$ cat src/rtl/rou_buf_alloc_pkg.sv
// Shared roubus buffer-pool definitions: default sizing, request/grant
// bundles and the per-cycle grant limit.
package rou_buf_alloc_pkg;

  localparam int BUFS_DEF    = 8;
  localparam int WBUFS_DEF   = 6;
  localparam int LOWMARK_DEF = 2;

  // Most buffers that can be granted in a single cycle.
  localparam logic [1:0] NUM_MAX = 2'd3;

  // Upstream allocation request.
  typedef struct packed {
    logic       vld;
    logic [1:0] num;
  } alloc_req_t;

  // Grant returned to the requester (default index width).
  typedef struct packed {
    logic                 vld;
    logic [1:0]           num;
    logic [WBUFS_DEF-1:0] idx0;
    logic [WBUFS_DEF-1:0] idx1;
    logic [WBUFS_DEF-1:0] idx2;
  } grant_t;

endpackage

$ cat src/rtl/rou_availables.sv
// Free-index search: returns the three lowest clear bit positions of the
// occupancy bitmap. Positions past the last free buffer read as 0.
module rou_availables
  import rou_buf_alloc_pkg::*;
#(
  parameter int BUFS  = BUFS_DEF,
  parameter int WBUFS = WBUFS_DEF
) (
  input  logic [BUFS-1:0]  occupied,
  output logic [WBUFS-1:0] free0,
  output logic [WBUFS-1:0] free1,
  output logic [WBUFS-1:0] free2
);

  logic [1:0] found;

  // Priority scan from bit 0 upward, capturing the first three free slots.
  always_comb begin
    free0 = '0;
    free1 = '0;
    free2 = '0;
    found = 2'd0;
    for (int i = 0; i < BUFS; i++) begin
      if (!occupied[i]) begin
        if (found == 2'd0)      free0 = WBUFS'(i);
        else if (found == 2'd1) free1 = WBUFS'(i);
        else if (found == 2'd2) free2 = WBUFS'(i);
        if (found != 2'd3) found = found + 2'd1;
      end
    end
  end

endmodule

$ cat src/rtl/rou_buf_alloc.sv
// Buffer allocator for the roubus buffer pool. Owns the occupancy bitmap and
// an independent free counter, grants up to three buffers per cycle and
// accepts one release per cycle.
//
// Handshake: a request is taken on a rising edge when alloc_vld, alloc_rdy
// and a nonzero alloc_num are all high in the preceding cycle; the requester
// holds alloc_vld/alloc_num stable until then. alloc_rdy only says whether
// enough buffers are free right now (a release in the same cycle does not
// count). The grant appears as a one-cycle gnt_vld pulse on the next cycle.
module rou_buf_alloc
  import rou_buf_alloc_pkg::*;
#(
  parameter int BUFS    = BUFS_DEF,
  parameter int WBUFS   = WBUFS_DEF,
  parameter int LOWMARK = LOWMARK_DEF
) (
  input  logic             clk,
  input  logic             rst,
  input  logic             alloc_vld,
  input  logic [1:0]       alloc_num,
  output logic             alloc_rdy,
  output logic             gnt_vld,
  output logic [1:0]       gnt_num,
  output logic [WBUFS-1:0] gnt_idx0,
  output logic [WBUFS-1:0] gnt_idx1,
  output logic [WBUFS-1:0] gnt_idx2,
  input  logic             rel_vld,
  input  logic [WBUFS-1:0] rel_idx,
  output logic [BUFS-1:0]  occupied,
  output logic [WBUFS-1:0] free_count,
  output logic             low_free,
  output logic             err_rel
);

  alloc_req_t       req;
  logic [WBUFS-1:0] num_ext;
  logic             accept;
  logic [WBUFS-1:0] free0;
  logic [WBUFS-1:0] free1;
  logic [WBUFS-1:0] free2;
  logic             rel_in_range;
  logic [BUFS-1:0]  rel_mask;
  logic             rel_hit;
  logic             rel_bad;
  logic [BUFS-1:0]  alloc_mask;
  logic [BUFS-1:0]  occ_next;
  logic [WBUFS-1:0] count_next;

  assign req     = '{vld: alloc_vld, num: alloc_num};
  assign num_ext = WBUFS'(req.num);

  // No partial grants: ready only when the whole request fits.
  assign alloc_rdy = (num_ext <= free_count);
  assign accept    = req.vld & alloc_rdy & (req.num != 2'd0);

  // Free slots are searched on the registered bitmap, so a buffer released
  // this cycle becomes a candidate only from the next cycle.
  rou_availables #(
    .BUFS  (BUFS),
    .WBUFS (WBUFS)
  ) u_availables (
    .occupied (occupied),
    .free0    (free0),
    .free1    (free1),
    .free2    (free2)
  );

  // A release only counts if it names an in-range, currently occupied slot.
  assign rel_in_range = (rel_idx < WBUFS'(BUFS));
  assign rel_mask     = rel_in_range ? (BUFS'(1) << rel_idx) : '0;
  assign rel_hit      = rel_vld & (|(occupied & rel_mask));
  assign rel_bad      = rel_vld & ~rel_hit;

  // Next bitmap and counter; allocated slots are free, so they never collide
  // with the slot being released.
  always_comb begin
    alloc_mask = '0;
    if (accept) begin
      alloc_mask = alloc_mask | (BUFS'(1) << free0);
      if (req.num >= 2'd2)    alloc_mask = alloc_mask | (BUFS'(1) << free1);
      if (req.num == NUM_MAX) alloc_mask = alloc_mask | (BUFS'(1) << free2);
    end
    occ_next   = (occupied | alloc_mask) & ~(rel_hit ? rel_mask : '0);
    count_next = free_count - (accept ? num_ext : '0) + (rel_hit ? WBUFS'(1) : '0);
  end

  // Pool state: bitmap, free counter, low-water flag and sticky release error.
  always_ff @(posedge clk) begin
    if (rst) begin
      occupied   <= '0;
      free_count <= WBUFS'(BUFS);
      low_free   <= (BUFS <= LOWMARK);
      err_rel    <= 1'b0;
    end else begin
      occupied   <= occ_next;
      free_count <= count_next;
      low_free   <= (count_next <= WBUFS'(LOWMARK));
      if (rel_bad) err_rel <= 1'b1;
    end
  end

  // Grant register: pulse on accept, unused index fields keep old values.
  always_ff @(posedge clk) begin
    if (rst) begin
      gnt_vld  <= 1'b0;
      gnt_num  <= 2'd0;
      gnt_idx0 <= '0;
      gnt_idx1 <= '0;
      gnt_idx2 <= '0;
    end else begin
      gnt_vld <= accept;
      if (accept) begin
        gnt_num  <= req.num;
        gnt_idx0 <= free0;
        if (req.num >= 2'd2)    gnt_idx1 <= free1;
        if (req.num == NUM_MAX) gnt_idx2 <= free2;
      end
    end
  end

  // The counter must always agree with the bitmap population.
  a_free_count : assert property (@(posedge clk) disable iff (rst)
    free_count == WBUFS'(BUFS - $countones(occupied)));

endmodule

$ cat config.mk
export PLATFORM = sky130hd
export DESIGN_NAME = rou_buf_alloc
export DESIGN_NICKNAME = d
export VERILOG_FILES = /design/src/rtl/rou_buf_alloc_pkg.sv /design/src/rtl/rou_availables.sv /design/src/rtl/rou_buf_alloc.sv
export SDC_FILE = /design/constraint.sdc
export NUM_CORES = 1
export LEC_CHECK = 0
export ABC_CLOCK_PERIOD_IN_PS = 5300
export CORE_ASPECT_RATIO = 0.7
export CORE_UTILIZATION = 26
export DETAILED_ROUTE_END_ITERATION = 6
export PLACE_DENSITY = 0.45
export SKIP_CTS_REPAIR_TIMING = 1
export SLEW_MARGIN = 20
export SYNTH_ARGS = -nofsm -noshare
export SYNTH_HDL_FRONTEND = slang
export SYNTH_HIERARCHICAL = 1
export SYNTH_SLANG_ARGS = --single-unit
export TNS_END_PERCENT = 50
$ cat constraint.sdc
create_clock -name clk -period 5.3 [get_ports clk]
set_clock_uncertainty 0.2 [all_clocks]
set_input_delay 0.53 -clock clk [delete_from_list [all_inputs] [get_ports clk]]
set_output_delay 0.53 -clock clk [all_outputs]
set_load 0.005 [all_outputs]
==> flow_summary.yaml <==
synth:
  yosys_warnings: 6
  synth_top_area_share_pct: 24.49
  netlist_area_sq_um: 3024
  synth-seq-area-share_pct: 24.49
  synth_seq_cells: 37
  syn_inst: 377
  synth_top_area_cell: "dfxtp_1"
  synth.area.top_cells: "dfxtp_1, ha_1, mux2i_1"
  synth_commonest_cells: "dfxtp_1, inv_1, nor2_1"
  yosys_most_used_dff: "dfxtp_1"
  async_reset_ff_share_pct: 0
  yosysMostFrequentCell: "dfxtp_1"
  synth_edf_count: 0
  syn_avg_cell_area_sq_um: 8.022
  yosysUniqueCellTypes: 78
route:
  post_drt_wl_per_cell_um: 16.20
  vias: 2958
  drcViolationCount: 0
  post_drt_via_cell_ratio: 5.226
  ant_nets: 0
  wl_mm: 9.167
  initialDrtViolationCount: 190
  drt_first_pass_iters: 6
timing:
  drv_slew: 0
  fin_crit_sh_pct: 79.96
  setup_ws_ns: 1.062
  period_minus_slack_ns: 4.238
  max_freq_mhz: 236.0
  final-hold-violation-count: 0
  worst_pin_slew_ns: 1.025
  finalSetupViolCount: 0
  rsz0062_at_grt: "no"
  setup-tns-final_ns: 0
  slew-limit-headroom_pct: 31.49
hold_path:
  worst_hold_path_type: "flip-flop to flip-flop"
  min_from: "gnt_idx2[0]"
clock_network:
  clock-sinks: 37
  worstSkewPairLatency_ns: 0.29
  cts_htree_levels: 2
  cts_buffers: 5
  ctsRootBufferMaster: "clkbuf_16"
  path_clk_slew_ns: 0.06
  tritoncts: "built"
  cts.path.max_buffers: 2
worst_setup_path:
  r2r_start: "occupied[1]"
  end_kind: "flip-flop"
  path_max_fanout: 11
  startpoint: "occupied[1]"
  cp.required_ns: 5.30
  crit_path_start_kind: "flip-flop"
  worstPathArrival_ns: 4.24
  criticalPathCategory: "flip-flop to flip-flop"
status:
  outcome: "finished clean"
pwr:
  ir_drop_v: 0.0001308
  power_leakage_uw: 0.001385
  cellPowerDensity_nw_per_um2: 279.9
floorplanning:
  die_h_um: 92.23
  core.rowCount: 32
  die_area_sq_um: 12070
  die_w_um: 130.9
  initial_core_util_pct: 27.07
  pin_count: 50
  core_sq_um: 11170
run:
  maxCapViolCount: 0
grt:
  grt_pass1_vias: 2605
  grt-ovfl-total: 0
  grt_start_max_net_pins: 26
  antenna_found_initial: 0
  grt_use_total_pct: 15.70
  grt_first_pass_wirelength_mm: 14.36
placed_design:
  gp_congestion: 0.8464
  numPortBuffers: 49
  dp_slack_ns: 0.8561
  place_hpwl_mm: 6.945
layout:
  area_delta_synth_final_pct: 24.00
  fin_util_pct: 33.57
  drive_gt1_share_pct: 9.685
  antenna_cells: 0
  nets: 442
  fillers: 1169
layout make-up:
| type | instances | area [sq um] | area share [%] |
|---|---|---|---|
| Clock buffer | 6 | 138.9 | 3.704 |
| Timing Repair Buffer | 52 | 513.0 | 13.68 |
| Multi-Input combinational cell | 283 | 2002 | 53.39 |
| Inverter | 33 | 126.4 | 3.370 |
| Clock inverter | 2 | 37.54 | 1.001 |
| Tap cell | 153 | 191.4 | 5.105 |
| Sequential cell | 37 | 740.7 | 19.75 |
state kept, by name (all words and copies together) (netlist names):
register    flops
err_rel         1
free_count      6
gnt_idx0        6
gnt_idx1        6
gnt_idx2        6
gnt_num         2
gnt_vld         1
low_free        1
occupied        8
per-stage QoR:
stage               area, sq um  total power [uW]  std cells  hold slack (ns)
global placement           3573             693.6        558           0.2441
floorplan                  3054             565.9        385           0.2511
detailed placement         3573             691.1        558           0.2503
finish                     3750              1050        566           0.2546
global route               3750              1117        566           0.2792
CTS                        3750              1053        566           0.2611
worst max-delay path, cell delays in order (launching register included):
cell and delay, ns:
dfxtp_1 0.54, inv_1 0.14, ha_1 0.44, nor2b_1 0.19
o22a_1 0.41, o31a_1 0.33, a22o_4 0.26, a2111oi_2 0.29
or3b_1 0.20, or4b_1 0.55, nor4_1 0.23, a311oi_1 0.13
nor3_1 0.22
cell usage in the layout (no fill, tap or decap), types with 5 or more instances in the layout:
| cell type | count |
|---|---|
| a21oi_1 | 18 |
| mux2i_1 | 12 |
| a31o_2 | 6 |
| clkbuf_16 | 5 |
| conb_1 | 9 |
| nand2_1 | 26 |
| o221ai_1 | 5 |
| inv_1 | 31 |
| a211oi_1 | 5 |
| clkdlybuf4s50_1 | 49 |
| a311oi_1 | 8 |
| nand2b_1 | 5 |
| nor3_1 | 19 |
| dfxtp_1 | 37 |
| ha_1 | 16 |
| nor4_1 | 6 |
| nand3_1 | 13 |
| nor2_1 | 29 |
| o21ai_0 | 16 |
cell families (layout without fill, tap and decap cells):
group / Yosys count / in the layout / synth area share (%)
xor+xnor: 3 / 3 / 0.8690
compound gates: 102 / 102 / 25.74
fa+ha+maj: 18 / 18 / 7.944
other cells: 1 / 9 / 0.1240
simple gates: 139 / 139 / 26.56
mux: 12 / 12 / 3.972
buf+inv: 65 / 93 / 10.30
flops: 37 / 37 / 24.49
final timing paths:
kind | endpoint | slack (ns) | depth (start not counted)
setup / recovery | occupied[1] | 1.06 | 12
hold / removal | gnt_idx2[0] | 0.25 | 2
setup reg to reg | occupied[1] | 1.06 | 12
hold reg to reg | gnt_idx2[0] | 0.25 | 2
power by group:
| group | switching [uW] | internal [uW] |
|---|---|---|
| clock network | 124 | 235 |
| registers | 18.9 | 307 |
| logic | 196 | 169 |
| total | 339 | 711 |
metal layers:
| metal | wire, um | GRT usage [%] | vias to the layer above |
|---|---|---|---|
| li1 | - | - | 1461 |
| met1 | 5140 | 25.42 | 1382 |
| met2 | 3313 | 19.58 | 107 |
| met3 | 653 | 4.142 | 8 |
| met4 | 59 | 3.161 | 0 |
| met5 | 0 | 0 | - |
No activity file was read; power rests on OpenSTA's default activity.
